[src/rtl/counter_multi_ch.sv]
// Multi-channel down-counter/timer: per-channel one-shot, auto-reload and square-wave modes,
// sticky done flags and a maskable registered interrupt. Tick sources are edge-detected in clk.
module counter_multi_ch #(
    parameter int unsigned NCH = 4,
    parameter int unsigned CW  = 32,
    parameter int unsigned CHW = 4
) (
    input  logic             clk,
    input  logic             rstn,
    input  logic [NCH-1:0]   tick_in,
    input  logic             counter_we,
    input  logic             ctrl_sel,
    input  logic [CHW-1:0]   counter_ch,
    input  logic [CW-1:0]    counter_val,
    input  logic [CHW-1:0]   rd_ch,
    output logic [CW-1:0]    counter_out,
    output logic [NCH-1:0]   ch_out,
    output logic [NCH-1:0]   done,
    output logic             irq
);

    localparam logic [1:0]    MODE_OFF  = 2'b00;
    localparam logic [1:0]    MODE_ONE  = 2'b01;
    localparam logic [1:0]    MODE_AUTO = 2'b10;
    localparam logic [1:0]    MODE_SQR  = 2'b11;
    localparam logic [CW-1:0] CNT_ONE   = CW'(1);

    logic [CW-1:0]  count_q  [NCH];
    logic [CW-1:0]  count_d  [NCH];
    logic [CW-1:0]  reload_q [NCH];
    logic [CW-1:0]  reload_d [NCH];
    logic [1:0]     mode_q   [NCH];
    logic [1:0]     mode_d   [NCH];
    logic [NCH-1:0] irq_en_q;
    logic [NCH-1:0] irq_en_d;
    logic [NCH-1:0] run_q;
    logic [NCH-1:0] run_d;
    logic [NCH-1:0] done_d;
    logic [NCH-1:0] ch_out_d;
    logic [NCH-1:0] tick_q;
    logic [NCH-1:0] tick_evt;
    logic [NCH-1:0] wr_hit;
    logic           irq_d;

    // Next-state for every channel; a write to a channel pre-empts its tick in the same cycle.
    always_comb begin
        tick_evt = tick_in & ~tick_q;
        wr_hit   = '0;
        run_d    = run_q;
        done_d   = done;
        ch_out_d = ch_out;
        irq_en_d = irq_en_q;
        irq_d    = |(done & irq_en_q);
        for (int i = 0; i < int'(NCH); i++) begin
            count_d[i]  = count_q[i];
            reload_d[i] = reload_q[i];
            mode_d[i]   = mode_q[i];
            wr_hit[i]   = counter_we && (counter_ch == CHW'(i));

            // Auto-reload output is a single-cycle pulse
            if (mode_q[i] == MODE_AUTO) begin
                ch_out_d[i] = 1'b0;
            end

            if (wr_hit[i]) begin
                if (!ctrl_sel) begin
                    reload_d[i] = counter_val;
                    count_d[i]  = counter_val;
                    done_d[i]   = 1'b0;
                    ch_out_d[i] = 1'b0;
                    run_d[i]    = (mode_q[i] != MODE_OFF) && (counter_val != '0);
                end else begin
                    mode_d[i]   = counter_val[1:0];
                    irq_en_d[i] = counter_val[2];
                    if (counter_val[3]) begin
                        done_d[i] = 1'b0;
                    end
                    if (counter_val[4]) begin
                        count_d[i]  = reload_q[i];
                        ch_out_d[i] = 1'b0;
                        run_d[i]    = (counter_val[1:0] != MODE_OFF) && (reload_q[i] != '0);
                    end
                    if (counter_val[1:0] == MODE_OFF) begin
                        run_d[i] = 1'b0;
                    end
                end
            end else if (tick_evt[i] && run_q[i]) begin
                if (count_q[i] > CNT_ONE) begin
                    count_d[i] = count_q[i] - CNT_ONE;
                end else if (count_q[i] == CNT_ONE) begin
                    done_d[i] = 1'b1;
                    case (mode_q[i])
                        MODE_ONE: begin
                            count_d[i]  = '0;
                            run_d[i]    = 1'b0;
                            ch_out_d[i] = 1'b1;
                        end
                        MODE_AUTO: begin
                            count_d[i]  = reload_q[i];
                            ch_out_d[i] = 1'b1;
                        end
                        MODE_SQR: begin
                            count_d[i]  = reload_q[i];
                            ch_out_d[i] = ~ch_out[i];
                        end
                        default: begin
                            run_d[i]  = 1'b0;
                            done_d[i] = done[i];
                        end
                    endcase
                end
            end
        end
    end

    always_ff @(posedge clk) begin
        if (!rstn) begin
            tick_q   <= '0;
            irq_en_q <= '0;
            run_q    <= '0;
            done     <= '0;
            ch_out   <= '0;
            irq      <= 1'b0;
            for (int i = 0; i < int'(NCH); i++) begin
                count_q[i]  <= '0;
                reload_q[i] <= '0;
                mode_q[i]   <= MODE_OFF;
            end
        end else begin
            tick_q   <= tick_in;
            irq_en_q <= irq_en_d;
            run_q    <= run_d;
            done     <= done_d;
            ch_out   <= ch_out_d;
            irq      <= irq_d;
            for (int i = 0; i < int'(NCH); i++) begin
                count_q[i]  <= count_d[i];
                reload_q[i] <= reload_d[i];
                mode_q[i]   <= mode_d[i];
            end
        end
    end

    // Read mux; out-of-range channels read as zero
    always_comb begin
        counter_out = '0;
        for (int i = 0; i < int'(NCH); i++) begin
            if (rd_ch == CHW'(i)) begin
                counter_out = count_q[i];
            end
        end
    end

endmodule

[config.mk]
export PLATFORM = sky130hd
export DESIGN_NAME = counter_multi_ch
export DESIGN_NICKNAME = d
export VERILOG_FILES = /design/src/rtl/counter_multi_ch.sv
export SDC_FILE = /design/constraint.sdc
export NUM_CORES = 1
export LEC_CHECK = 0
export ABC_AREA = 0
export BUFFER_PORTS_ARGS = -buffer_cell sky130_fd_sc_hd__buf_2
export CAP_MARGIN = 25
export CORE_MARGIN = 2
export CORE_UTILIZATION = 50
export CTS_CLUSTER_DIAMETER = 60
export DETAILED_ROUTE_END_ITERATION = 8
export PLACE_DENSITY = 0.7
export SLEW_MARGIN = 10
export SYNTH_ARGS = -nofsm -noshare
export SYNTH_HDL_FRONTEND = slang
export SYNTH_SLANG_ARGS = --single-unit
export TNS_END_PERCENT = 10
[constraint.sdc]
create_clock -name clk -period 2.7 [get_ports clk]
set_input_delay 0.27 -clock clk [delete_from_list [all_inputs] [get_ports clk]]
set_output_delay 0.27 -clock clk [all_outputs]
set_load 0.05 [all_outputs]
==> results.py <==
metrics = {
    "outcome": {
        "outcome": "complete, no violations",
    },
    "worst_hold_path": {
        "hold_end": "reload_q[0][0]$_SDFFE_PN0P_",
        "whs_path_depth": 3,
        "min_from": "counter_val[0]",
        "hold_path.class": "input port to register",
    },
    "yosys": {
        "netlist_area_mm2": 0.0169,
        "yosys.area.top_type": "dfxtp_1",
        "ys.flop_type": "dfxtp_1",
        "synth_fp_nets": 2309,
        "synth_cells": 2237,
        "ys_ff_latch": 285,
        "async_reset_ff_share_pct": 0,
        "yosysWarnings": 0,
        "yosys.cell_count.top_type": "nand2_1",
        "ys_types": 83,
        "synth_edf_count": 0,
        "synth-seq-area-share_pct": 33.8,
        "ys_top_cells_by_count": "384 x nand2_1, 285 x dfxtp_1, 268 x a21oi_1",
        "synthTopCellsByArea": "dfxtp_1 34%, nand2_1 8.5%, a21oi_1 8.0%, clkbuf_1 3.5%, o21ai_0 3.2%",
        "syn_area_per_cell_um2": 7.54,
        "yosys.area.top_type_share_pct": 33.8,
    },
    "pwr": {
        "seq_power_share_pct": 35.1,
        "power.net_switching_uw": 4130,
        "vdd_drop_max_mv": 0.497,
        "swShare_pct": 33.5,
        "p_total_uw": 12300,
        "p_comb_share_pct": 27.8,
        "clock_power_share_pct": 37.0,
        "p_per_area_mw_per_mm2": 604,
        "internal_power_uw": 8190,
        "p_leak_uw": 0.00795,
    },
    "cts": {
        "cts_tree": "done",
        "cts.reportedPaths.clkPinSlew_ps": 60,
        "clk_path_buf_depth": 3,
        "cts_root_buf": "clkbuf_16",
        "clock-sinks": 285,
        "cts_made_buffers": 36,
        "clock_latency_ps": 540,
        "post_cts_buffers": 0,
        "h-tree-depth": 2,
    },
    "global_routing": {
        "grt_pass1_wl_um": 116000,
        "grt_overflow": 0,
        "grt_pass1_vias": 18100,
        "antenna_found_initial": 2,
        "grtUsageTotal_pct": 43.9,
        "grt_start_max_net_pins": 106,
    },
    "sta": {
        "fin_tns_setup_ps": 0,
        "skew_ps": 16.5,
        "max_slew_margin_pct": 39.9,
        "rsz0062_at_grt": "yes",
        "slew_viol_final": 0,
        "finalHoldViolCount": 0,
        "post-route-period-util_pct": 98.1,
        "timing.fmax_ghz": 0.378,
        "worst_slew_pin_slew_ps": 893,
        "period_minus_slack_ps": 2650,
        "hold_ws_ps": 122,
        "fin_ws_ps": 51.7,
        "setup_viol": 0,
    },
    "setup_path": {
        "rr_worst_depth": 7,
        "arrival_ps": 3100,
        "crit_type": "register to register",
        "r2r_setup_slack_ps": 50,
        "regToRegEndpoint": "count_q[3][11]$_SDFFE_PN0P_",
        "cp-start-kind": "register",
        "cp_max_fo": 9,
        "cp.required_ps": 3150,
        "r2r-start": "count_q[3][2]$_SDFFE_PN0P_",
        "crit_path_end_kind": "register",
    },
    "place": {
        "place_congestion": 1.08,
        "dp_slack_ps": 68.2,
        "dp_hpwl_um": 57400,
        "place.port_buffers": 88,
    },
    "route": {
        "ant_nets": 0,
        "wl_per_cell_um": 27.6,
        "wirelength_um": 79900,
        "drt-initial-drc-count": 2600,
        "via_per_inst": 6.75,
        "dr.pass1.iters": 8,
        "remaining_drc_errors": 0,
        "vias": 19500,
    },
    "die": {
        "pin_count": 89,
        "rows": 67,
        "initial_core_util_pct": 50.5,
        "die_w_um": 188,
        "die_y_um": 188,
        "core_mm2": 0.0334,
        "dieArea_mm2": 0.0352,
    },
    "layout": {
        "syn_to_final_growth_pct": 21.0,
        "drive_above_1_share_pct": 18.2,
        "seqCellArea_mm2": 0.00571,
        "final_nets": 2497,
        "multi_input_area_mm2": 0.0104,
        "fillerInstances": 3136,
    },
    "job": {
        "drv_cap": 0,
    },
}
how the worst max path moves through the flow:
stage,depth (start not counted),start,endpoint
final,7,count_q[3][2]$_SDFFE_PN0P_,count_q[3][11]$_SDFFE_PN0P_
after global placement,7,count_q[3][19]$_SDFFE_PN0P_,count_q[3][21]$_SDFFE_PN0P_
after global routing,7,count_q[3][5]$_SDFFE_PN0P_,count_q[3][22]$_SDFFE_PN0P_
after CTS,8,count_q[3][19]$_SDFFE_PN0P_,count_q[3][31]$_SDFFE_PN0P_
after detailed placement,8,count_q[3][19]$_SDFFE_PN0P_,count_q[3][31]$_SDFFE_PN0P_
after floorplan,5,rd_ch[0],counter_out[10]
routing by layer:
layer / global-route usage, % / up-vias / wire, um
li1: - / 8629 / -
met1: 55.1 / 9239 / 29700
met2: 64.7 / 1376 / 33400
met3: 11.4 / 302 / 9950
met4: 32.6 / 2 / 6850
met5: 0 / - / 15
repair_timing:
action | in CTS | in global routing
setup endpoints to repair | 0 | 40
gates resized for setup | 0 | 12
hold endpoints to repair | 4 | 0
hold buffers | 4 | 0
cells in the final DEF (no fill, tap or decap), drive strengths merged, types with 21 or more instances in the layout:
cell,count
nand2b,23
a221o,29
nor3,51
nor2,117
clkbuf,47
xor2,35
or4,24
o21ai,115
a22o,30
nand2,386
a31oi,40
a211oi,23
nand4,22
dfxtp,285
inv,25
o211ai,30
buf,340
a21oi,268
nor4,91
mux2i,40
a311oi,26
nand3,96
o31ai,21
ha,24
o41ai,26
xnor2,43
kinds of logic after synthesis:
logic type | synth area share, %
flops | 33.8
compound gates | 26.6
fa+ha+maj | 1.78
xor+xnor | 4.05
mux | 2.44
simple gates | 26.0
buf+inv | 5.30
metrics by stage:
stage               cells  area (um2)  utilization, %
detailed placement   2831       19200            57.6
CTS                  2894       20300            61.0
global route         2895       20400            61.1
global placement     2831       19200            57.6
finish               2896       20400            61.1
floorplan            2237       16900               -
flip-flops by register name, indices dropped and copies added (netlist names):
signal    flops
run_q         4
irq           1
reload_q    128
ch_out        4
tick_q        4
count_q     128
done          4
mode_q        8
irq_en_q      4
final cells by class:
| type | count | share of cell area [%] |
|---|---|---|
| Multi-Input combinational cell | 1735 | 51.0 |
| Sequential cell | 285 | 28.0 |
| Timing Repair Buffer | 344 | 12.6 |
| Clock buffer | 47 | 4.87 |
| Tap cell | 448 | 2.75 |
| Inverter | 23 | 0.448 |
| Clock inverter | 12 | 0.380 |
| Antenna cell | 2 | 0.0245 |
critical path, cell delays in order, from the launching register on:
cell and delay (ps):
dfxtp_1 310, or4_1 560, or4_4 610, or3_4 410, o31ai_4 200, buf_4 220, a21oi_1 80, a31oi_1 170
power groups by stage:
stage | registers (uW) | logic [uW] | clock network (uW)
after floorplan | 4400 | 2070 | 0
after global placement | 4420 | 3250 | 0
after detailed placement | 4420 | 3280 | 0
after CTS | 4330 | 3300 | 4570
after global routing | 4330 | 3650 | 4740
final | 4330 | 3430 | 4560
Note: power is estimated with default switching activity, not from simulation.
